File: config.mk
export PLATFORM = sky130hd
export DESIGN_NAME = rf_port_arbiter_flat
export DESIGN_NICKNAME = d
export VERILOG_FILES = /design/src/rtl/rf_arb_pkg.sv /design/src/rtl/rf_port_arbiter_if.sv /design/src/rtl/rf_rr_picker.sv /design/src/rtl/rf_port_arbiter.sv /design/src/flat_wrapper.sv
export SDC_FILE = /design/constraint.sdc
export NUM_CORES = 1
export LEC_CHECK = 0
export ABC_AREA = 1
export CORE_AREA = 2 2 156 158
export DETAILED_ROUTE_END_ITERATION = 8
export DIE_AREA = 0 0 158 160
export GPL_TIMING_DRIVEN = 0
export PLACE_DENSITY = 0.68
export SLEW_MARGIN = 40
export SYNTH_ARGS = -nofsm -noshare
export SYNTH_HDL_FRONTEND = slang
export SYNTH_HIERARCHICAL = 1
export SYNTH_SLANG_ARGS = --single-unit
export TNS_END_PERCENT = 30
File: constraint.sdc
create_clock -name CLK -period 1.4 [get_ports CLK]
set_input_delay 0.28 -clock CLK [delete_from_list [all_inputs] [get_ports CLK]]
set_output_delay 0.28 -clock CLK [all_outputs]
set_load 0.01 [all_outputs]
File: src/rtl/rf_arb_pkg.sv
// Shared types and default sizing for the register-file port arbiter.
// The optional statistics counters are enabled with the RF_ARB_STATS_EN macro.
package rf_arb_pkg;

    localparam int NREQ_DEF   = 2;
    localparam int SEL_W_DEF  = 18;
    localparam int DATA_W_DEF = 32;

    typedef enum logic [1:0] {
        IDLE  = 2'd0,
        ISSUE = 2'd1,
        RESP  = 2'd2
    } state_e;

    // Width of a requester index; a lone requester still needs one bit.
    function automatic int idx_width(input int n);
        return (n > 1) ? $clog2(n) : 1;
    endfunction

endpackage

File: src/rtl/rf_port_arbiter_if.sv
// Requester-side handshake and register-file bus of the port arbiter.
// The slave modport is the arbiter's view; master is the surrounding system.
interface rf_port_arbiter_if
    import rf_arb_pkg::*;
#(
    parameter int NREQ   = NREQ_DEF,
    parameter int SEL_W  = SEL_W_DEF,
    parameter int DATA_W = DATA_W_DEF
);
    // requester request channel
    logic [NREQ-1:0]              req_valid;
    logic [NREQ-1:0]              req_ready;
    logic [NREQ-1:0]              req_wen;
    logic [NREQ-1:0][SEL_W-1:0]   req_wsel;
    logic [NREQ-1:0][SEL_W-1:0]   req_rsel1;
    logic [NREQ-1:0][SEL_W-1:0]   req_rsel2;
    logic [NREQ-1:0][DATA_W-1:0]  req_wdat;
    // requester response channel
    logic [NREQ-1:0]              rsp_valid;
    logic [NREQ-1:0]              rsp_ready;
    logic [DATA_W-1:0]            rsp_rdat1;
    logic [DATA_W-1:0]            rsp_rdat2;
    // register-file side
    logic                         WEN;
    logic [SEL_W-1:0]             wsel;
    logic [SEL_W-1:0]             rsel1;
    logic [SEL_W-1:0]             rsel2;
    logic [DATA_W-1:0]            wdat;
    logic [DATA_W-1:0]            rdat1;
    logic [DATA_W-1:0]            rdat2;

    modport slave (
        input  req_valid, req_wen, req_wsel, req_rsel1, req_rsel2, req_wdat,
        input  rsp_ready, rdat1, rdat2,
        output req_ready, rsp_valid, rsp_rdat1, rsp_rdat2,
        output WEN, wsel, rsel1, rsel2, wdat
    );

    modport master (
        output req_valid, req_wen, req_wsel, req_rsel1, req_rsel2, req_wdat,
        output rsp_ready, rdat1, rdat2,
        input  req_ready, rsp_valid, rsp_rdat1, rsp_rdat2,
        input  WEN, wsel, rsel1, rsel2, wdat
    );

endinterface

File: src/rtl/rf_rr_picker.sv
// Combinational round-robin pick: the first valid requester at or after
// ptr_i (wrapping) wins; returns a one-hot grant and its index.
module rf_rr_picker #(
    parameter int NREQ  = 2,
    parameter int IDX_W = 1
) (
    input  logic [NREQ-1:0]  valid_i,
    input  logic [IDX_W-1:0] ptr_i,
    output logic [NREQ-1:0]  grant_o,
    output logic [IDX_W-1:0] idx_o,
    output logic             any_o
);

    // cand[k] is the requester examined at priority rank k
    logic [IDX_W-1:0] cand [NREQ];

    genvar gi;
    generate
        for (gi = 0; gi < NREQ; gi++) begin : g_cand
            assign cand[gi] = IDX_W'((int'(ptr_i) + gi) % NREQ);
        end
    endgenerate

    // Scan ranks in order and keep the first valid candidate.
    always_comb begin
        grant_o = '0;
        idx_o   = '0;
        any_o   = 1'b0;
        for (int k = 0; k < NREQ; k++) begin
            if (!any_o && valid_i[cand[k]]) begin
                any_o          = 1'b1;
                grant_o[cand[k]] = 1'b1;
                idx_o          = cand[k];
            end
        end
    end

endmodule

File: src/rtl/rf_port_arbiter.sv
// Shares one register-file port among NREQ requesters. Each transaction runs
// IDLE (grant) -> ISSUE (drive RF one cycle) -> RESP (hold data until taken).
// Define RF_ARB_STATS_EN to add the grant_cnt / conflict_cnt counters.
module rf_port_arbiter
    import rf_arb_pkg::*;
#(
    parameter int NREQ   = NREQ_DEF,
    parameter int SEL_W  = SEL_W_DEF,
    parameter int DATA_W = DATA_W_DEF
) (
    input  logic               CLK,
    input  logic               RST,
    rf_port_arbiter_if.slave   bus
`ifdef RF_ARB_STATS_EN
    ,
    output logic [31:0]        grant_cnt,
    output logic [31:0]        conflict_cnt
`endif
);

    localparam int IDX_W = idx_width(NREQ);

    state_e              state_q, state_d;
    logic [IDX_W-1:0]    ptr_q, ptr_d;
    logic [IDX_W-1:0]    id_q, id_d;
    logic                wen_q, wen_d;
    logic [SEL_W-1:0]    wsel_q, wsel_d, rsel1_q, rsel1_d, rsel2_q, rsel2_d;
    logic [DATA_W-1:0]   wdat_q, wdat_d;
    logic [DATA_W-1:0]   rdat1_q, rdat1_d, rdat2_q, rdat2_d;

    logic [NREQ-1:0]     win_grant;
    logic [IDX_W-1:0]    win_idx;
    logic                win_any;

    rf_rr_picker #(.NREQ(NREQ), .IDX_W(IDX_W)) u_picker (
        .valid_i (bus.req_valid),
        .ptr_i   (ptr_q),
        .grant_o (win_grant),
        .idx_o   (win_idx),
        .any_o   (win_any)
    );

    // Next-state and bus outputs; reset forces every output quiet in the
    // same cycle so an interrupted ISSUE never reaches the register file.
    always_comb begin
        state_d       = state_q;
        ptr_d         = ptr_q;
        id_d          = id_q;
        wen_d         = wen_q;
        wsel_d        = wsel_q;
        rsel1_d       = rsel1_q;
        rsel2_d       = rsel2_q;
        wdat_d        = wdat_q;
        rdat1_d       = rdat1_q;
        rdat2_d       = rdat2_q;
        bus.req_ready = '0;
        bus.rsp_valid = '0;
        bus.WEN       = 1'b0;
        bus.wsel      = '0;
        bus.rsel1     = '0;
        bus.rsel2     = '0;
        bus.wdat      = '0;
        unique case (state_q)
            IDLE: begin
                if (win_any) begin
                    bus.req_ready = win_grant;
                    id_d          = win_idx;
                    wen_d         = bus.req_wen[win_idx];
                    wsel_d        = bus.req_wsel[win_idx];
                    rsel1_d       = bus.req_rsel1[win_idx];
                    rsel2_d       = bus.req_rsel2[win_idx];
                    wdat_d        = bus.req_wdat[win_idx];
                    ptr_d         = (win_idx == IDX_W'(NREQ - 1)) ? '0 : win_idx + IDX_W'(1);
                    state_d       = ISSUE;
                end
            end
            ISSUE: begin
                bus.WEN   = wen_q;
                bus.wsel  = wsel_q;
                bus.rsel1 = rsel1_q;
                bus.rsel2 = rsel2_q;
                bus.wdat  = wdat_q;
                rdat1_d   = bus.rdat1;
                rdat2_d   = bus.rdat2;
                state_d   = RESP;
            end
            RESP: begin
                bus.rsp_valid[id_q] = 1'b1;
                if (bus.rsp_ready[id_q]) begin
                    state_d = IDLE;
                end
            end
            default: state_d = IDLE;
        endcase
        if (RST) begin
            bus.req_ready = '0;
            bus.rsp_valid = '0;
            bus.WEN       = 1'b0;
            bus.wsel      = '0;
            bus.rsel1     = '0;
            bus.rsel2     = '0;
            bus.wdat      = '0;
        end
    end

    // State, pointer, captured request and response data registers.
    always_ff @(posedge CLK) begin
        if (RST) begin
            state_q <= IDLE;
            ptr_q   <= '0;
            id_q    <= '0;
            wen_q   <= 1'b0;
            wsel_q  <= '0;
            rsel1_q <= '0;
            rsel2_q <= '0;
            wdat_q  <= '0;
            rdat1_q <= '0;
            rdat2_q <= '0;
        end else begin
            state_q <= state_d;
            ptr_q   <= ptr_d;
            id_q    <= id_d;
            wen_q   <= wen_d;
            wsel_q  <= wsel_d;
            rsel1_q <= rsel1_d;
            rsel2_q <= rsel2_d;
            wdat_q  <= wdat_d;
            rdat1_q <= rdat1_d;
            rdat2_q <= rdat2_d;
        end
    end

    assign bus.rsp_rdat1 = rdat1_q;
    assign bus.rsp_rdat2 = rdat2_q;

`ifdef RF_ARB_STATS_EN
    logic [31:0] grant_cnt_q, conflict_cnt_q;
    logic        multi_valid;

    assign multi_valid = |(bus.req_valid & (bus.req_valid - NREQ'(1)));

    // Grants, and cycles where some requester had to wait; both wrap.
    always_ff @(posedge CLK) begin
        if (RST) begin
            grant_cnt_q    <= '0;
            conflict_cnt_q <= '0;
        end else begin
            if (state_q == IDLE && win_any) begin
                grant_cnt_q <= grant_cnt_q + 32'd1;
            end
            if ((state_q == IDLE && multi_valid) || (state_q != IDLE && |bus.req_valid)) begin
                conflict_cnt_q <= conflict_cnt_q + 32'd1;
            end
        end
    end

    assign grant_cnt    = grant_cnt_q;
    assign conflict_cnt = conflict_cnt_q;
`endif

endmodule

File: src/flat_wrapper.sv
// flat-port wrapper written by rule: the top's interface ports become plain ports
module rf_port_arbiter_flat import rf_arb_pkg::*;
#(
    parameter int NREQ   = NREQ_DEF,
    parameter int SEL_W  = SEL_W_DEF,
    parameter int DATA_W = DATA_W_DEF
)
  (CLK, RST, bus_req_valid, bus_req_wen, bus_req_wsel, bus_req_rsel1, bus_req_rsel2, bus_req_wdat, bus_rsp_ready, bus_rdat1, bus_rdat2, bus_req_ready, bus_rsp_valid, bus_rsp_rdat1, bus_rsp_rdat2, bus_WEN, bus_wsel, bus_rsel1, bus_rsel2, bus_wdat);
  rf_port_arbiter_if #(.NREQ(NREQ), .SEL_W(SEL_W), .DATA_W(DATA_W)) bus_i ();
  input  logic CLK;
  input  logic RST;
  input wire logic [$bits(bus_i.req_valid)-1:0] bus_req_valid;
  input wire logic [$bits(bus_i.req_wen)-1:0] bus_req_wen;
  input wire logic [$bits(bus_i.req_wsel)-1:0] bus_req_wsel;
  input wire logic [$bits(bus_i.req_rsel1)-1:0] bus_req_rsel1;
  input wire logic [$bits(bus_i.req_rsel2)-1:0] bus_req_rsel2;
  input wire logic [$bits(bus_i.req_wdat)-1:0] bus_req_wdat;
  input wire logic [$bits(bus_i.rsp_ready)-1:0] bus_rsp_ready;
  input wire logic [$bits(bus_i.rdat1)-1:0] bus_rdat1;
  input wire logic [$bits(bus_i.rdat2)-1:0] bus_rdat2;
  output wire logic [$bits(bus_i.req_ready)-1:0] bus_req_ready;
  output wire logic [$bits(bus_i.rsp_valid)-1:0] bus_rsp_valid;
  output wire logic [$bits(bus_i.rsp_rdat1)-1:0] bus_rsp_rdat1;
  output wire logic [$bits(bus_i.rsp_rdat2)-1:0] bus_rsp_rdat2;
  output wire logic [$bits(bus_i.WEN)-1:0] bus_WEN;
  output wire logic [$bits(bus_i.wsel)-1:0] bus_wsel;
  output wire logic [$bits(bus_i.rsel1)-1:0] bus_rsel1;
  output wire logic [$bits(bus_i.rsel2)-1:0] bus_rsel2;
  output wire logic [$bits(bus_i.wdat)-1:0] bus_wdat;
  assign bus_i.req_valid = bus_req_valid;
  assign bus_i.req_wen = bus_req_wen;
  assign bus_i.req_wsel = bus_req_wsel;
  assign bus_i.req_rsel1 = bus_req_rsel1;
  assign bus_i.req_rsel2 = bus_req_rsel2;
  assign bus_i.req_wdat = bus_req_wdat;
  assign bus_i.rsp_ready = bus_rsp_ready;
  assign bus_i.rdat1 = bus_rdat1;
  assign bus_i.rdat2 = bus_rdat2;
  assign bus_req_ready = bus_i.req_ready;
  assign bus_rsp_valid = bus_i.rsp_valid;
  assign bus_rsp_rdat1 = bus_i.rsp_rdat1;
  assign bus_rsp_rdat2 = bus_i.rsp_rdat2;
  assign bus_WEN = bus_i.WEN;
  assign bus_wsel = bus_i.wsel;
  assign bus_rsel1 = bus_i.rsel1;
  assign bus_rsel2 = bus_i.rsel2;
  assign bus_wdat = bus_i.wdat;
  rf_port_arbiter #(.NREQ(NREQ), .SEL_W(SEL_W), .DATA_W(DATA_W)) u_core (.CLK(CLK), .RST(RST), .bus(bus_i));
endmodule
Word level (Yosys, flattened, before mapping)
Cells that the tools add are included.
Widths: inputs -> output; s select.
- $add $sub $neg: 2
- magnitude comparators: 7
- equal/unequal tests: 4
- muxes and demuxes: 47
- bitwise operators: 1
- reductions and logical operators: 8
- operators by type and width (operator ; number):
    $mux 18 ; 12
    $mux 32 ; 4
    $mux 1 ; 18
    $mux 2 ; 9
    $lt 1x2->1 const B ; 4
    $pmux 2 s3 ; 1
    $logic_and 1x1->1 ; 4
    $reduce_and 2->1 ; 2
    $demux 1 s1 ; 3
    $ge 1x1->1 const B ; 3
    $add 1x1->1 const B ; 2
    $eq 2x1->1 const B ; 1
    $eq 2x2->1 const B ; 1
    $logic_not 2->1 ; 1
    $ne 2x1->1 const B ; 1
    $ne 2x2->1 const B ; 1
    $or 2x2->2 ; 1
    $logic_not 1->1 ; 1
- register bits after elaboration: 155
- input bits: 244
- output and inout bits: 155
- word-level logic and storage cells: 79

Logic depth before layout (Yosys ltp)
Gate-level depths: netlist of the first run.
- word-level depth: 10
- mapped depth: 11
- gate-level depth less buffers: 9

By module
Netlist of the first run, hierarchy kept.
- modules (own cells, without submodules) (module ; instances ; cells an instance ; area each (um2) ; sequential area each (um2)):
    rf_port_arbiter ; 1 ; 1145 ; 7190.6 ; 3103.0
    rf_rr_picker ; 1 ; 14 ; 55.1 ; 0.0

Worst setup path after synthesis of the first run
No wires, ideal clock.
- kind: reg2out
- from: register u_core.ptr_q
- to: output port bus_req_ready[0]
- arrival time: 1.209 ns
- required time: 1.120 ns
- slack: -0.089 ns
- cell stages (with the launch flop): 8
- path buffers: 1
- path through: dfxtp_1 > nand2_1 > inv_1 > nor2_1 > nand2_1 > nand3_2 > buf_2 > nor3b_1
- elaborated cells between the ends (all ways): 25
- classes of those cells: add/sub (1); order compare (4); mux (15); bitwise (1); reduce/logical (4)
- RTL lines (what ; line ; text):
    from (decl) ; rf_port_arbiter.sv:24 ; logic [IDX_W-1:0] ptr_q, ptr_d;
    from (signal assigned) ; rf_port_arbiter.sv:121 ; ptr_q <= ptr_d;
    $mux 1 (not written as such) (2 in series) ; rf_rr_picker.sv:30 ; if (!any_o && valid_i[cand[k]]) begin
    $mux 1 ; rf_rr_picker.sv:30 ;
    $logic_not 1->1 ; rf_rr_picker.sv:30 ;
    $logic_and 1x1->1 ; rf_rr_picker.sv:30 ;
    $mux 1 (*) ; rf_rr_picker.sv:30 ;
    net u_core.win_any ; rf_port_arbiter.sv:33 ; logic win_any;
    $mux 2 (*) ; rf_port_arbiter.sv:65 ; if (win_any) begin
    $mux 2 (*) ; rf_port_arbiter.sv:63 ; unique case (state_q)
    $mux 2 (*) ; rf_port_arbiter.sv:95 ; if (RST) begin
    to (decl) ; flat_wrapper.sv:21 ; output wire logic [$bits(bus_i.req_ready)-1:0] bus_req_ready;
Mark *: on every way through the listed nets, which the timed path passes. The rest lies on a longest branch. The select of a mux whose other input is x is not followed.

Worst setup path after layout of the first run
Same ends and word-level chain as after synthesis.

==> metrics.txt, run 1 <==
Ant. Diodes 0; routability cong. 0.877; slowest stage cell, crit path dfxtp_4; area delta synth->final 72.2%; vias in the first global route 8635; RSZ-0062 raised after global routing yes; clock network power share between 20% and 30%; crit path DAT 1.55 ns; first-pass GRT wire length around 46 mm; Final Setup Violations 200; Pleak 0.00571 uW; vias per cell ~4.5; Fin. Hold Viols 0; die footprint 25300 sq um; Yosys reg bits between 150 and 200; Seq/Total Area, Yosys 42.8%; CP max stage delay 0.36 ns; Top FF cell, synth dfxtp_1; Port Buffer Count roughly 400; syn nets roughly 1400; CP Class flop to output pin; hold path startpoint bus_rdat1[30]; outcome finished, violations left; DRT Pass-1 Iters 5; Setup Skew 0.0113 ns; commonest cells in the netlist 507 x nand2_1, 223 x nor2_1, 155 x dfxtp_1, 76 x a21oi_1, 73 x o21ai_0; DRC 0; clock-pin slew on the worst setup and hold paths 0.07 ns; largest net degree at the start of global routing 17; Final nets 1836; Synth area leaders dfxtp_1 43%, nand2_1 26%, nor2_1 12%, a21oi_1 5.2%, o21ai_0 5.0%; async set or reset register ratio after synthesis 0%; Int Power 10300 uW; die height about 160 um; failing checks setup timing; Switch Pwr ~5400 uW; CORE AREA between 20000 and 25000 sq um; wirelength, routed 30.2 mm; Fmax 0.545 GHz; minimum clock period about 1.8 ns; Worst Setup Start Kind flop; Crit Reg-Reg Startpoint u_core/ptr_q; Final ANT Viol Nets 0; Peak supply drop 0.000825 V; max-cap viol count 0; initial antenna violation count 0; Inst Count DP 1880; clock root cell clkbuf_16; Die Wd 158 um; Avg WL per Cell 15.7 um; synthesized instance count between 1000 and 1500; largest delay contributor family on the critical path simple AND/OR/NAND/NOR gates; Final Cycle Share 131%; # hold bufs at CTS 0; DP HPWL 23.1 mm; Iter 0 DRT Violations 470; Synth Cell Area 7250 sq um; TritonCTS clock tree done; worst hold-check path type primary input to flop; H-tree depth 4; Final Max Tran Viols 0; Post-synth EDFFs 0; worst path cell trace nor2_2 -> nor2_2 -> nand2_2 -> nand3_4 -> buf_8 -> nor3b_2 -> buf_4; Post-Layout Cell Count 1929; Clock Path Buffers 2; I/O pin count 399; synth unique cells 20; Starting Density 30.4%; measured slew at the worst slew-check pin 0.544 ns; WP depth 7; Via Count 8741; Comb pwr share 35.0%; GRT Util Overall a little under a quarter; Avg Cell Area, Syn between 6 and 7 sq um; worst path buffer plus inverter count 2; GR Overflow Total 0; relative slew slack 63.8%; Crit path required time 1.12 ns; Crit Path Max Fanout 5; Hold Path End u_core/bus.rsp_rdat1[30]; most used cell along the critical path nor2_2; Yosys top cell area share between 40% and 50%; CTS Sinks 155; Setup crit end kind output pin; Site Rows 57; pre-CTS setup slack -1.27 ns; Worst-Skew Late Latency 0.42 ns; sequential power share 35.3%; Setup WS post-layout -0.434 ns; Register Area between 3000 and 4000 sq um; cell taking the most area after synthesis dfxtp_1; Sw Ratio about a third; Reg2Reg Capture Point u_core/rsel1_q[17]; layout cells sized above 1 17.3%; final hold slack 0.450 ns; Worst R2R Path Depth 12; pwr dens between 1000 and 1500 nW/um^2; Num CTS Buffers 17; area of the multi-input gates 3830 sq um; R2R Setup Slk -0.37 ns; setup TNS -66.41 ns; WHS Path Cells 3; Ys Warns 6; most common cell in the netlist nand2_1; fillers 2487
[timing repair]
| item | CTS | global route |
|---|---|---|
| buffers inserted | 11 | 1 |
| setup endpoints to repair | 245 | 256 |
| resized for setup | 554 | 25 |
| gates cloned | 5 | 0 |
| pin swaps | 4 | 2 |
[cell families after synthesis]
kind of cell           after synthesis  share of synthesized area [%]
AND/OR/NAND/NOR                    752                           39.5
AO/OA/AOI/OAI                      153                           10.6
buffers and inverters               99                           7.08
flip-flops                         155                           42.8
[through the flow]
stage | util [%] | instance area (sq um) | total power (uW)
2_1_floorplan | - | 7250 | 8100
3_3_place_gp | 48.8 | 11600 | 10500
3_5_place_dp | 48.8 | 11600 | 10600
4_1_cts | 52.1 | 12400 | 15800
5_1_grt | 52.4 | 12500 | 16600
6_report | 52.4 | 12500 | 15700
[final cells by class]
class | count | share of cell area, %
buffer | 88 | 5.35
clock buffer | 18 | 3.52
clock inverter | 14 | 1.19
inverter | 11 | 0.391
multi-input combinational | 905 | 30.7
sequential | 155 | 24.9
tap | 324 | 3.25
timing repair buffer | 414 | 30.6
[tightest hold or removal path, stage by stage]
cell	delay, ns
clkdlybuf4s50_1	0.40
nor2_1	0.10
nor2_1	0.05
[power by group through the flow]
| stage | Clock, uW | Combinational (uW) | Sequential [uW] |
|---|---|---|---|
| after global placement | 0 | 4930 | 5600 |
| after global routing | 4910 | 6050 | 5610 |
| final | 4650 | 5490 | 5540 |
| after detailed placement | 0 | 4970 | 5620 |
| after CTS | 4740 | 5490 | 5530 |
| after floorplan | 0 | 2380 | 5720 |
[layer usage]
layer	routed length (um)	global-route usage, %	up-vias
met2	14900	42.1	332
met3	2380	6.32	41
li1	-	-	4453
met5	0	0	-
met1	12100	26.1	3915
met4	773	7.94	0
[placed cells by master (no fill, tap or decap), drive strengths merged, types with 20 or more instances in the layout]
master,n
clkbuf,38
dlygate4sd2,45
a21oi,76
o21ai,77
inv,20
nor2,226
dfxtp,155
clkdlybuf4s50,260
buf,174
nand2,507
[flip-flops by register name, indices dropped and copies added, names as in the netlist, 2 cells and up]
name                  count
u_core/rsel2_q           18
u_core/state_q            2
u_core/wdat_q            32
u_core/wsel_q            18
u_core/bus.rsp_rdat1     32
u_core/rsel1_q           18
u_core/bus.rsp_rdat2     32
[worst max-delay path by stage]
stage,from,end,slack [ns]
floorplan,u_core/ptr_q,bus_req_ready[0],-0.09
global placement,bus_req_valid[0],bus_req_ready[0],-1.22
detailed placement,bus_req_valid[0],bus_req_ready[0],-1.27
CTS,u_core/ptr_q,bus_req_ready[0],-0.48
global route,u_core/state_q[0],bus_rsel1[13],-0.53
finish,u_core/ptr_q,bus_req_ready[0],-0.43
No activity file was read; power rests on OpenSTA's default activity.
==> inputs of run 2 (changes only) <==
--- a/config.mk
+++ b/config.mk
@@ -11,6 +11,7 @@
 export DIE_AREA = 0 0 158 160
 export GPL_TIMING_DRIVEN = 0
 export PLACE_DENSITY = 0.68
+export SETUP_SLACK_MARGIN = 0.5
 export SLEW_MARGIN = 40
 export SYNTH_ARGS = -nofsm -noshare
 export SYNTH_HDL_FRONTEND = slang
==> metrics.txt, run 2 (synthesis gave the netlist of run 1 again) <==
outcome finished, violations left; failing checks setup timing; leading cell type in the layout, fill and taps excluded nand2_1; Final Cycle Share 143%; Fin. Hold Viols 0; crit path DAT ~1.7 ns; Worst Setup Start Kind flop; DP HPWL 23.0 mm; Starting Density 30.4%; vias per cell 4.50; Clock Path Buffers 2; Worst-Skew Late Latency around 0.43 ns; worst hold-check path type primary input to flop; Setup Skew 0.00829 ns; pwr dens approximately 1200 nW/um^2; Site Rows 57; GR Overflow Total 0; max-cap viol count 0; TritonCTS clock tree done; layout cells sized above 1 30.9%; GRT Util Overall 24.0%; Crit path required time 1.12 ns; Final ANT Viol Nets 0; measured slew at the worst slew-check pin 0.658 ns; Inst Count DP 1880; wirelength, routed 31.9 mm; Pleak 0.00601 uW; Fmax 0.500 GHz; routability cong. between 0.8 and 0.9; final core occ 58.8%; CTS Sinks 155; Setup WS post-layout -0.600 ns; relative slew slack 56.1%; die height 160 um; CORE AREA 23800 sq um; Port Buffer Count 397; first-pass GRT wire length 46.6 mm; DRC 0; fillers approximately 2300; Post-Layout Cell Count 1956; vias in the first global route 8655; Final Setup Violations 235; die footprint ~25000 sq um; area delta synth->final 93.2%; most frequent cells in the layout 445 x nand2_1, 241 x clkdlybuf4s50_1, 150 x dfxtp_1, 134 x nor2_1, 85 x buf_6; I/O pin count 399; Final nets 1861; largest net degree at the start of global routing 17; Peak supply drop 0.000879 V; Die Wd 158 um; minimum clock period roughly 2 ns; CP Class flop to output pin; DRT Pass-1 Iters 5; Crit Path Max Fanout 5; R2R Setup Slk -0.60 ns; # hold bufs at CTS 0; final hold slack 0.428 ns; Iter 0 DRT Violations 385; Num CTS Buffers 17; clock root cell clkbuf_16; H-tree depth 4; initial antenna violation count 2; RSZ-0062 raised after global routing yes; pre-CTS setup slack -1.26 ns; Final Max Tran Viols 0; clock-pin slew on the worst setup and hold paths 0.07 ns; Setup crit end kind output pin; Via Count 8801; Avg WL per Cell approximately 16 um
[run 2: cell types whose count changed in the layout (fill, tap and decap cells not counted), sizes merged, moves of 3 or more]
cell           delta
clkinvlp          +3
inv               -4
clkdlybuf4s15    +12
clkdlybuf4s50    -19
dlygate4sd2      -44
buf              +56
clkbuf           +21
[run 2: per-stage QoR]
step | cell area, sq um | setup TNS, ns | power (uW)
2_1_floorplan | 8110 | 0 | 8780
3_3_place_gp | 12500 | -105.06 | 11200
3_5_place_dp | 12500 | -108.77 | 11300
4_1_cts | 13600 | -100.92 | 16600
5_1_grt | 14000 | -115.00 | 18200
6_report | 14000 | -97.23 | 17300
[run 2: layer usage]
metal / part of all wire [%] / wire, um / global-route usage, % / vias to the layer above
met5: 0 / 0 / 0 / -
met4: 1.9 / 617 / 7.78 / 0
met3: 5.4 / 1720 / 4.94 / 31
met2: 50 / 15900 / 41.8 / 247
met1: 43 / 13700 / 29.3 / 3997
li1: - / - / - / 4526
[run 2: cell type report]
type,instances,area [sq um],area share [%]
tap,324,405,2.90
clock inverter,13,108,0.769
sequential,155,3110,22.2
multi-input combinational,905,4570,32.6
inverter,11,51.3,0.366
buffer,88,873,6.24
timing repair buffer,439,4430,31.7
antenna,2,5.00,0.0357
clock buffer,19,443,3.16
[run 2: path summary, 6_finish.rpt]
check | cells past startpoint | to | from
worst min-delay path | 3 | u_core/bus.rsp_rdat2[16] | bus_rdat2[16]
worst max register to register | 16 | u_core/wdat_q[15] | u_core/ptr_q
worst max-delay path | 7 | bus_req_ready[0] | u_core/ptr_q
worst min register to register | 2 | u_core/rsel1_q[17] | u_core/rsel1_q[17]
[run 2: power by group]
part	internal, uW	total (uW)	switching [uW]	leakage, uW
registers	5180	5580	399	0.00128
clock network	2350	4390	2040	0.000259
logic	3570	7280	3710	0.00447
[run 2: timing repair]
item | 4_1_cts | 5_1_grt
setup endpoints to repair | 310 | 310
resized for setup | 487 | 308
endpoints found under the hold margin | 0 | 0
setup buffers | 20 | 4
pin swaps | 24 | 10
gates cloned | 8 | 10
[run 2: worst max-delay path, cell delays in order, from the launching register on]
cell	delay (ns)
dfxtp_4	0.37
nand2_2	0.06
inv_2	0.04
buf_4	0.12
buf_4	0.12
nor2_1	0.12
nor3b_4	0.29
buf_2	0.19
==> inputs of run 3 (changes only) <==
--- a/config.mk
+++ b/config.mk
@@ -7,9 +7,11 @@
 export LEC_CHECK = 0
 export ABC_AREA = 1
 export CORE_AREA = 2 2 156 158
+export CTS_CLUSTER_DIAMETER = 50
 export DETAILED_ROUTE_END_ITERATION = 8
 export DIE_AREA = 0 0 158 160
 export GPL_TIMING_DRIVEN = 0
+export MAX_ROUTING_LAYER = met4
 export PLACE_DENSITY = 0.68
 export SETUP_SLACK_MARGIN = 0.5
 export SLEW_MARGIN = 40
==> metrics.txt, run 3 (synthesis gave the netlist of run 1 again) <==
Num CTS Buffers 17; clock root cell clkbuf_16; Final nets 1862; Port Buffer Count slightly below 400; Iter 0 DRT Violations 401; initial antenna violation count 2; first-pass GRT wire length 46.5 mm; DRT Pass-1 Iters 7; die height 160 um; leading cell type in the layout, fill and taps excluded nand2_1; failing checks setup timing; Final ANT Viol Nets 0; wirelength, routed around 32 mm; area delta synth->final 93.4%; Setup WS post-layout -0.597 ns; DP Area roughly 12000 sq um; TritonCTS clock tree done; H-tree depth 4; Avg WL per Cell 16.3 um; CORE AREA between 20000 and 25000 sq um; I/O pin count 399; vias in the first global route 8666; layout cells sized above 1 31.0%; DRC 0; GR Overflow Total 0; # hold bufs at CTS 0; clock-pin slew on the worst setup and hold paths 0.07 ns; Site Rows 57; Final Setup Violations around 240; DP HPWL 23.0 mm; Clock Path Buffers 2; worst hold-check path type primary input to flop; Final Cycle Share 143%; CTS Sinks ~160; final core occ 58.8%; crit path DAT 1.72 ns; Worst-Skew Late Latency 0.42 ns; Pleak 0.00600 uW; Fin. Hold Viols 0; Setup crit end kind output pin; Peak supply drop 0.000873 V; die footprint between 20000 and 30000 sq um; Die Wd 158 um; Worst Setup Start Kind flop; relative slew slack 57.1%; Setup Skew 0.00907 ns; R2R Setup Slk -0.59 ns; Final Max Tran Viols 0; Crit Path Max Fanout 5; minimum clock period about 2 ns; Crit path required time about 1.1 ns; pwr dens 1230 nW/um^2; GRT Util Overall between 20% and 30%; CP Class flop to output pin; largest net degree at the start of global routing 17; most frequent cells in the layout 446 x nand2_1, 241 x clkdlybuf4s50_1, 150 x dfxtp_1, 134 x nor2_1, 86 x buf_6; vias per cell 4.52; measured slew at the worst slew-check pin roughly 0.64 ns; Starting Density 30.4%; max-cap viol count 0; post-route cell area 14000 sq um; fillers 2284; routability cong. around 0.85; Fmax 0.501 GHz; Via Count 8854; RSZ-0062 raised after global routing yes; outcome finished, violations left
==> run 3: stage by stage <==
step                TNS [ns]  total power (uW)  cells  worst slack, ns  hold WS (ns)
floorplan                  0              8780   1159           0.0792         0.415
CTS                  -100.92             16600   1940           -0.619         0.415
global route         -115.45             18200   1957           -0.688         0.435
finish                -95.95             17300   1957           -0.597         0.435
detailed placement   -108.77             11300   1880            -1.26         0.454
global placement     -105.06             11200   1880            -1.24         0.451
==> run 3: area by class of cell <==
cell class | count | area, sq um | share of cell area, %
clock inverter | 13 | 108 | 0.768
inverter | 11 | 51.3 | 0.366
tap | 324 | 405 | 2.89
multi-input combinational | 905 | 4570 | 32.6
timing repair buffer | 440 | 4450 | 31.8
sequential | 155 | 3110 | 22.2
antenna | 2 | 5.00 | 0.0357
clock buffer | 19 | 443 | 3.16
buffer | 88 | 870 | 6.21
==> run 3: worst paths after layout <==
kind	startpoint	to	cells after the start
max	u_core/ptr_q	bus_req_ready[0]	7
min	bus_rdat2[17]	u_core/bus.rsp_rdat2[17]	3
max reg2reg	u_core/ptr_q	u_core/wdat_q[15]	16
min reg2reg	u_core/wsel_q[15]	u_core/wsel_q[15]	2
==> run 3: power by group <==
group          total [uW]  internal (uW)  switching [uW]
registers            5580           5180             397
clock network        4380           2360            2030
logic                7320           3600            3720
==> run 3: critical path, cell delays in order (launching register included) <==
cell	delay [ns]
dfxtp_4	0.37
nand2_2	0.06
inv_2	0.04
buf_4	0.12
buf_4	0.12
nor2_1	0.12
nor3b_4	0.29
buf_2	0.19
==> run 3: repair_timing <==
| item | 4_1_cts | 5_1_grt |
|---|---|---|
| setup endpoints to repair | 310 | 310 |
| pin swaps | 24 | 10 |
| buffers inserted | 20 | 4 |
| gates cloned | 8 | 11 |
| resized for setup | 487 | 308 |
==> run 3: metal layers <==
layer,global-route usage (%),routed length [um],share of wire (%),up-vias
li1,-,-,-,4528
met5,-,0,0,-
met4,7.94,654,2.0,0
met2,41.7,15800,50,254
met3,4.42,1720,5.4,35
met1,29.7,13700,43,4037
